==> src/rtl/tx_8b10b_line_monitor.sv <==
// ---------------------------------------------------------------------------
// tx_8b10b_line_monitor
//   Watches the parallel 10-bit symbol stream feeding an 8b/10b serializer
//   and flags line-level violations: running-disparity errors, over-long
//   runs of identical bits (within a symbol and across symbol boundaries)
//   and unexpected comma-length runs in non-comma symbols.
//   Error pulses, running disparity, sticky flag and counter are registered;
//   all outputs follow the sampled symbol by one BitCLK_10 cycle.
// ---------------------------------------------------------------------------
module tx_8b10b_line_monitor #(
  parameter int MAX_RUN   = 5,
  parameter int CNT_W     = 16,
  parameter int COMMA_CHK = 1
) (
  input  logic             BitCLK_10,
  input  logic             Reset,
  input  logic             Enable,
  input  logic [9:0]       TxParallel_10,
  input  logic [7:0]       TxParallel_8,
  input  logic             TxDataK,
  input  logic             Clear,
  output logic             RunErr,
  output logic             DispErr,
  output logic             CommaErr,
  output logic             ErrSticky,
  output logic             RD,
  output logic [CNT_W-1:0] ErrCount,
  output logic             Active
);

  // Run-length register just wide enough to hold MAX_RUN+1 (the first
  // illegal length); it saturates there so long runs never wrap.
  localparam int                 RUN_W   = $clog2(MAX_RUN + 2);
  localparam logic [RUN_W-1:0]   RUN_MAX = RUN_W'(MAX_RUN);
  localparam logic [RUN_W-1:0]   RUN_SAT = RUN_W'(MAX_RUN + 1);
  localparam logic [CNT_W-1:0]   CNT_SAT = {CNT_W{1'b1}};

  typedef enum logic {
    ST_IDLE   = 1'b0,
    ST_ACTIVE = 1'b1
  } state_t;

  // ---------------------------------------------------------------------
  // Helper functions
  // ---------------------------------------------------------------------

  // Number of ones in a 10-bit symbol (0..10).
  function automatic logic [3:0] ones_count(input logic [9:0] sym);
    logic [3:0] n;
    n = 4'd0;
    for (int i = 0; i < 10; i++) begin
      n = n + {3'b000, sym[i]};
    end
    return n;
  endfunction

  // Saturating increment of the run-length counter.
  function automatic logic [RUN_W-1:0] run_inc(input logic [RUN_W-1:0] v);
    return (v >= RUN_SAT) ? RUN_SAT : (v + RUN_W'(1));
  endfunction

  // K28.1 / K28.5 / K28.7 are the only symbols allowed to carry a comma run.
  function automatic logic is_k28_comma(input logic k, input logic [7:0] b);
    return k & ((b == 8'h3C) | (b == 8'hBC) | (b == 8'hFC));
  endfunction

  // ---------------------------------------------------------------------
  // State
  // ---------------------------------------------------------------------
  state_t             state_r;
  logic               active_r;
  logic               rd_r;
  logic [RUN_W-1:0]   run_len_r;
  logic               last_bit_r;
  logic               carry_vld_r;
  logic               run_err_r;
  logic               disp_err_r;
  logic               comma_err_r;
  logic               sticky_r;
  logic [CNT_W-1:0]   err_cnt_r;

  // ---------------------------------------------------------------------
  // Combinational symbol analysis
  // ---------------------------------------------------------------------
  logic [3:0]         ones_s;
  logic               disp_err_s;
  logic               rd_next_s;
  logic [9:0]         same_s;
  logic [9:0]         run_end_s;
  logic [RUN_W-1:0]   run_s;
  logic               inherit_s;
  logic               run_err_s;
  logic               comma_hit_s;
  logic               comma_err_s;
  logic               any_err_s;

  assign ones_s = ones_count(TxParallel_10);

  // same_s[i]: bit i repeats the bit transmitted just before it. For bit 0
  // that is the last bit of the previous enabled symbol, if there was one.
  assign same_s = ~(TxParallel_10 ^ {TxParallel_10[8:0], last_bit_r})
                  & {9'h1FF, carry_vld_r};

  // run_end_s[i]: bit i is the last bit of a run inside this symbol. Bit 9
  // always closes the symbol's view of its last run.
  assign run_end_s = {1'b1, TxParallel_10[9:1] ^ TxParallel_10[8:0]};

  // Running-disparity check; d = 2*ones - 10, so ones 5/6/4 mean d 0/+2/-2.
  always_comb begin
    disp_err_s = 1'b0;
    rd_next_s  = rd_r;
    case (ones_s)
      4'd5: begin
        disp_err_s = 1'b0;
        rd_next_s  = rd_r;
      end
      4'd6: begin
        disp_err_s = rd_r;
        rd_next_s  = 1'b1;
      end
      4'd4: begin
        disp_err_s = ~rd_r;
        rd_next_s  = 1'b0;
      end
      default: begin
        disp_err_s = 1'b1;
        rd_next_s  = rd_r;
      end
    endcase
  end

  // Walk the symbol in transmit order tracking the current run length and
  // whether that run started in an earlier symbol; a comma-length run only
  // counts when it began inside this symbol.
  always_comb begin
    run_s       = run_len_r;
    inherit_s   = 1'b1;
    run_err_s   = 1'b0;
    comma_hit_s = 1'b0;
    for (int i = 0; i < 10; i++) begin
      if (same_s[i]) begin
        run_s = run_inc(run_s);
      end else begin
        run_s     = RUN_W'(1);
        inherit_s = 1'b0;
      end
      run_err_s   = run_err_s | (run_s > RUN_MAX);
      comma_hit_s = comma_hit_s
                    | (run_end_s[i] & ~inherit_s & (run_s == RUN_MAX));
    end
  end

  assign comma_err_s = (COMMA_CHK != 0) & comma_hit_s
                       & ~is_k28_comma(TxDataK, TxParallel_8);
  assign any_err_s   = run_err_s | disp_err_s | comma_err_s;

  // ---------------------------------------------------------------------
  // Sequential logic
  // ---------------------------------------------------------------------

  // Two-state activity FSM: leaves IDLE on the first enabled symbol.
  always_ff @(posedge BitCLK_10) begin
    if (Reset) begin
      state_r  <= ST_IDLE;
      active_r <= 1'b0;
    end else begin
      case (state_r)
        ST_IDLE: begin
          if (Enable) begin
            state_r  <= ST_ACTIVE;
            active_r <= 1'b1;
          end else begin
            state_r  <= ST_IDLE;
            active_r <= 1'b0;
          end
        end
        ST_ACTIVE: begin
          state_r  <= ST_ACTIVE;
          active_r <= 1'b1;
        end
        default: begin
          state_r  <= ST_IDLE;
          active_r <= 1'b0;
        end
      endcase
    end
  end

  // Line state (disparity, carried run) and one-cycle error pulses.
  always_ff @(posedge BitCLK_10) begin
    if (Reset) begin
      rd_r        <= 1'b0;
      run_len_r   <= '0;
      last_bit_r  <= 1'b0;
      carry_vld_r <= 1'b0;
      run_err_r   <= 1'b0;
      disp_err_r  <= 1'b0;
      comma_err_r <= 1'b0;
    end else if (Enable) begin
      rd_r        <= rd_next_s;
      run_len_r   <= run_s;
      last_bit_r  <= TxParallel_10[9];
      carry_vld_r <= 1'b1;
      run_err_r   <= run_err_s;
      disp_err_r  <= disp_err_s;
      comma_err_r <= comma_err_s;
    end else begin
      rd_r        <= rd_r;
      run_len_r   <= run_len_r;
      last_bit_r  <= last_bit_r;
      carry_vld_r <= carry_vld_r;
      run_err_r   <= 1'b0;
      disp_err_r  <= 1'b0;
      comma_err_r <= 1'b0;
    end
  end

  // Sticky flag and saturating per-symbol error counter; a new error in the
  // same cycle as Clear leaves a count of one.
  always_ff @(posedge BitCLK_10) begin
    if (Reset) begin
      sticky_r  <= 1'b0;
      err_cnt_r <= '0;
    end else if (Enable && any_err_s) begin
      sticky_r <= 1'b1;
      if (Clear) begin
        err_cnt_r <= CNT_W'(1);
      end else if (err_cnt_r == CNT_SAT) begin
        err_cnt_r <= err_cnt_r;
      end else begin
        err_cnt_r <= err_cnt_r + CNT_W'(1);
      end
    end else if (Clear) begin
      sticky_r  <= 1'b0;
      err_cnt_r <= '0;
    end else begin
      sticky_r  <= sticky_r;
      err_cnt_r <= err_cnt_r;
    end
  end

  assign RunErr    = run_err_r;
  assign DispErr   = disp_err_r;
  assign CommaErr  = comma_err_r;
  assign ErrSticky = sticky_r;
  assign RD        = rd_r;
  assign ErrCount  = err_cnt_r;
  assign Active    = active_r;

endmodule
==> config.mk <==
export PLATFORM = sky130hd
export DESIGN_NAME = tx_8b10b_line_monitor
export DESIGN_NICKNAME = d
export VERILOG_FILES = /design/src/rtl/tx_8b10b_line_monitor.sv
export SDC_FILE = /design/constraint.sdc
export NUM_CORES = 1
export LEC_CHECK = 0
export BUFFER_PORTS_ARGS = -buffer_cell sky130_fd_sc_hd__buf_2
export CORE_MARGIN = 1
export CORE_UTILIZATION = 53
export DETAILED_ROUTE_END_ITERATION = 16
export PLACE_DENSITY = 0.78
export SYNTH_ARGS = -nofsm -noshare
export SYNTH_HDL_FRONTEND = slang
export SYNTH_SLANG_ARGS = --single-unit
export TNS_END_PERCENT = 20
==> constraint.sdc <==
create_clock -name BitCLK_10 -period 8.5 [get_ports BitCLK_10]
set_input_delay 0.425 -clock BitCLK_10 [delete_from_list [all_inputs] [get_ports BitCLK_10]]
set_output_delay 0.425 -clock BitCLK_10 [all_outputs]
set_load 0.1 [all_outputs]
==> impl_metrics.prom <==
# TYPE chip_impl_metric gauge
chip_impl_metric{name="synth_edf_count",unit=""} 0
chip_impl_info{name="crit_path_start_kind",value="flip-flop"} 1
chip_impl_metric{name="filler_cell_count",unit=""} 488
chip_impl_metric{name="grt_first_pass_wirelength",unit="microns"} 12500
chip_impl_info{name="final_cell_mix",value="sky130_fd_sc_hd__buf_2 (44), sky130_fd_sc_hd__nand2_1 (37), sky130_fd_sc_hd__nor2_1 (32), sky130_fd_sc_hd__inv_1 (30), sky130_fd_sc_hd__dfxtp_1 (26)"} 1
chip_impl_info{name="cpMostUsedCell",value="sky130_fd_sc_hd__nor2_1"} 1
chip_impl_metric{name="final.setup_skew",unit="ns"} 0.00598
chip_impl_metric{name="dpl.cell_count",unit=""} 514
chip_impl_metric{name="synth.lib_cells_used.distinct",unit=""} 75
chip_impl_metric{name="clk_pin_slew",unit="ns"} 0.09
chip_impl_info{name="cts_tree",value="yes"} 1
chip_impl_metric{name="gpl.final_weighted_congestion",unit=""} 0.942
chip_impl_metric{name="die_width",unit="microns"} 78.8
chip_impl_metric{name="floorplan.initialDensity",unit="%"} 55.8
chip_impl_metric{name="areaGrowthSynthToFinish",unit="%"} 19.5
chip_impl_metric{name="fin_worst_hold_slack",unit="ns"} 0.464
chip_impl_info{name="category_of_the_worst_setup_path_capture_point",value="flip-flop"} 1
chip_impl_metric{name="insertion_delay",unit="ns"} 0.28
chip_impl_metric{name="layout_min_cycle_time",unit="ns"} 8.29
chip_impl_metric{name="vertical_die_dimension",unit="microns"} 78.8
chip_impl_metric{name="htreeDepth",unit=""} 1
chip_impl_metric{name="yosys_warnings",unit=""} 0
chip_impl_info{name="path_class",value="reg2reg"} 1
chip_impl_metric{name="worst-endpoint-required",unit="ns"} 8.67
chip_impl_metric{name="met1_length",unit="microns"} 3850
chip_impl_metric{name="setup-violations-final",unit=""} 0
chip_impl_metric{name="overall_die_area",unit="sq um"} 6220
chip_impl_metric{name="first_global_vias",unit=""} 2719
chip_impl_metric{name="power.static_leakage",unit="nW"} 1.49
chip_impl_metric{name="fin_crit_sh",unit="%"} 97.5
chip_impl_metric{name="postRouteWirelength",unit="microns"} 8130
chip_impl_metric{name="core.rowCount",unit=""} 27
chip_impl_metric{name="antenna_left",unit=""} 0
chip_impl_metric{name="drv_cap",unit=""} 0
chip_impl_metric{name="finalMaxSlewViolations",unit=""} 0
chip_impl_info{name="synthFlopType",value="sky130_fd_sc_hd__dfxtp_1"} 1
chip_impl_metric{name="critical-path-max-stage-delay",unit="ns"} 0.53
chip_impl_metric{name="core",unit="sq um"} 5610
chip_impl_metric{name="antennaDiodeCount",unit=""} 0
chip_impl_metric{name="wl_met3",unit="microns"} 419
chip_impl_metric{name="syn-cell-area",unit="sq um"} 3130
chip_impl_metric{name="worstPathArrival",unit="ns"} 8.46
chip_impl_metric{name="portBuffers",unit=""} 44
chip_impl_metric{name="grt_start_max_net_pins",unit=""} 18
chip_impl_info{name="routed.top_layer",value="met4"} 1
chip_impl_metric{name="slew-limit-headroom",unit="%"} 49.8
chip_impl_info{name="mostFrequentLayoutCell",value="sky130_fd_sc_hd__buf_2"} 1
chip_impl_metric{name="finalNetCount",unit=""} 510
chip_impl_metric{name="cts.sinks",unit=""} 27
chip_impl_metric{name="peak_supply_drop",unit="V"} 0.000108
chip_impl_metric{name="clock_tree.buffer_depth",unit=""} 2
chip_impl_metric{name="synth-async-reset-ratio",unit="%"} 0
chip_impl_metric{name="detail_route.iter0.violations",unit=""} 209
chip_impl_metric{name="met2_wirelength",unit="microns"} 3820
chip_impl_info{name="result_of_the_run",value="complete, no violations"} 1
chip_impl_metric{name="sequential_area_share_after_synthesis",unit="%"} 17.3
chip_impl_info{name="root_buffer",value="sky130_fd_sc_hd__clkbuf_8"} 1
chip_impl_metric{name="post_cts_hold_buffer_count",unit=""} 0
chip_impl_metric{name="drt-vias-per-instance",unit=""} 6.14
chip_impl_metric{name="total_count_of_hold_check_failures_in_the_final_report",unit=""} 0
chip_impl_metric{name="path_max_fanout",unit=""} 4
chip_impl_metric{name="finalNonFillerCells",unit=""} 529
chip_impl_metric{name="vias",unit=""} 3249
chip_impl_metric{name="timing_worst_slew_pin_value",unit="ns"} 0.748
chip_impl_info{name="cp_slowest_cell",value="sky130_fd_sc_hd__mux4_2"} 1
chip_impl_metric{name="overflow",unit=""} 0
chip_impl_metric{name="synthesis.nets",unit=""} 457
chip_impl_metric{name="cts_buf_count",unit=""} 3
chip_impl_metric{name="power.density",unit="nW/um^2"} 193
chip_impl_info{name="worst_min_delay_path_category",value="reg2reg"} 1
chip_impl_metric{name="layout-drive-gt1-share",unit="%"} 25.8
chip_impl_metric{name="drc",unit=""} 0
chip_impl_metric{name="grt_antenna_before_repair",unit=""} 0
chip_impl_metric{name="fmax",unit="MHz"} 121
chip_impl_metric{name="syn_area_per_cell",unit="sq um"} 7.73
chip_impl_metric{name="synth_seq_cells",unit=""} 27
chip_impl_metric{name="grt_use_total",unit="%"} 24.7
chip_impl_metric{name="place_hpwl",unit="microns"} 6030
chip_impl_metric{name="synthCells",unit=""} 405
chip_impl_metric{name="num_io_pins",unit=""} 45
chip_impl_metric{name="wl_per_cell",unit="microns"} 15.4
chip_impl_metric{name="drt-pass1-iter-count",unit=""} 5
## final timing paths
check                endpoint  cells after the start    startpoint  slack [ns]
setup reg to reg  ErrCount[0]                     40  run_len_r[0]        0.21
setup / recovery  ErrCount[0]                     40  run_len_r[0]        0.21
hold / removal         Active                      2        Active        0.46
hold reg to reg        Active                      2        Active        0.46
## sequential cells by signal, summed over array words and instances, names as in the netlist
signal       count
run_len_r        3
ErrCount        16
ErrSticky        1
DispErr          1
carry_vld_r      1
RD               1
CommaErr         1
last_bit_r       1
RunErr           1
Active           1
## synth_stat cells (3+ instances only)
| cell type | number | area, sq um |
|---|---|---|
| sky130_fd_sc_hd__dfxtp_1 | 27 | 541 |
| sky130_fd_sc_hd__xor2_1 | 7 | 61.3 |
| sky130_fd_sc_hd__a211oi_1 | 4 | 30.0 |
| sky130_fd_sc_hd__o22ai_1 | 4 | 25.0 |
| sky130_fd_sc_hd__and2_1 | 4 | 25.0 |
| sky130_fd_sc_hd__nor2_1 | 35 | 131 |
| sky130_fd_sc_hd__and3_1 | 8 | 50.1 |
| sky130_fd_sc_hd__a21oi_1 | 25 | 125 |
| sky130_fd_sc_hd__nor4_1 | 5 | 31.3 |
| sky130_fd_sc_hd__fa_1 | 6 | 120 |
| sky130_fd_sc_hd__nand4b_1 | 3 | 26.3 |
| sky130_fd_sc_hd__o21ai_1 | 3 | 15.0 |
| sky130_fd_sc_hd__nand2_1 | 37 | 139 |
| sky130_fd_sc_hd__nor3b_1 | 3 | 22.5 |
| sky130_fd_sc_hd__nand3_1 | 14 | 70.1 |
| sky130_fd_sc_hd__a41oi_1 | 3 | 26.3 |
| sky130_fd_sc_hd__xnor2_1 | 9 | 78.8 |
| sky130_fd_sc_hd__nor2b_1 | 3 | 18.8 |
| sky130_fd_sc_hd__ha_1 | 23 | 288 |
| sky130_fd_sc_hd__o2111ai_1 | 3 | 26.3 |
| sky130_fd_sc_hd__o211ai_1 | 6 | 45.0 |
| sky130_fd_sc_hd__inv_1 | 32 | 120 |
| sky130_fd_sc_hd__nor3_1 | 4 | 20.0 |
| sky130_fd_sc_hd__nand4_1 | 5 | 31.3 |
| sky130_fd_sc_hd__o21a_1 | 5 | 37.5 |
| sky130_fd_sc_hd__o21ai_0 | 19 | 95.1 |
| sky130_fd_sc_hd__nand2b_1 | 8 | 50.1 |
| sky130_fd_sc_hd__or3_1 | 13 | 81.3 |
| sky130_fd_sc_hd__clkbuf_1 | 13 | 48.8 |
| sky130_fd_sc_hd__nand3b_1 | 4 | 30.0 |
| sky130_fd_sc_hd__mux2i_1 | 9 | 90.1 |
## where the power goes
part | internal [W] | switching, W | total [W]
combinational | 0.000195 | 0.000309 | 0.000504
clock | 0.0000329 | 0.0000415 | 0.0000744
sequential | 0.000135 | 0.00000637 | 0.000142
## metal layers
| layer | up-vias | track usage, % |
|---|---|---|
| li1 | 1589 | - |
| met1 | 1533 | 35.4 |
| met2 | 121 | 39.4 |
| met3 | 6 | 3.45 |
| met4 | 0 | 4.55 |
| met5 | - | 0 |
## area by class of cell
| class | instances | area (sq um) | area share, % |
|---|---|---|---|
| Tap cell | 72 | 90.1 | 2.41 |
| Inverter | 32 | 120 | 3.21 |
| Timing Repair Buffer | 65 | 378 | 10.1 |
| Multi-Input combinational cell | 329 | 2560 | 68.6 |
| Clock inverter | 1 | 5.00 | 0.134 |
| Clock buffer | 3 | 41.3 | 1.10 |
| Sequential cell | 27 | 542 | 14.5 |
## through the flow
step / setup TNS (ns) / power [W] / cell area [sq um] / util (%) / setup WS [ns]
6_report: 0 / 0.000721 / 3740 / 66.7 / 0.214
5_1_grt: -0.949 / 0.000771 / 3740 / 66.7 / -0.153
4_1_cts: 0 / 0.000644 / 3490 / 62.3 / 0.00697
3_5_place_dp: -0.0297 / 0.000567 / 3440 / 61.3 / -0.0297
3_3_place_gp: 0 / 0.000561 / 3440 / 61.3 / 0.205
2_1_floorplan: 0 / 0.000483 / 3130 / - / 0.0938
## worst max-delay path, delay by kind of cell (launching register included)
kind                     cells  cell delay, ns
AO/OA/AOI/OAI               10            2.61
adder cells (fa/ha/maj)      7            1.78
buffers and inverters        5            0.59
flip-flops                   1            0.36
multiplexers                 3            0.90
AND/OR/NAND/NOR             15            1.91
## cell families after synthesis
kind of cell	synth area share (%)
adders and majority gates	13.0
buffers and inverters	6.40
DFF	17.3
AOI/OAI and AO/OA	25.0
muxes	5.16
and+or+nand+nor	28.6
xor gates and xnor gates	4.48
## what timing repair did
action,CTS,global route
pin swaps,0,21
buffers inserted,0,11
setup endpoints to repair,7,17
gates resized for setup,2,33
(Power assumes the default switching activity.)
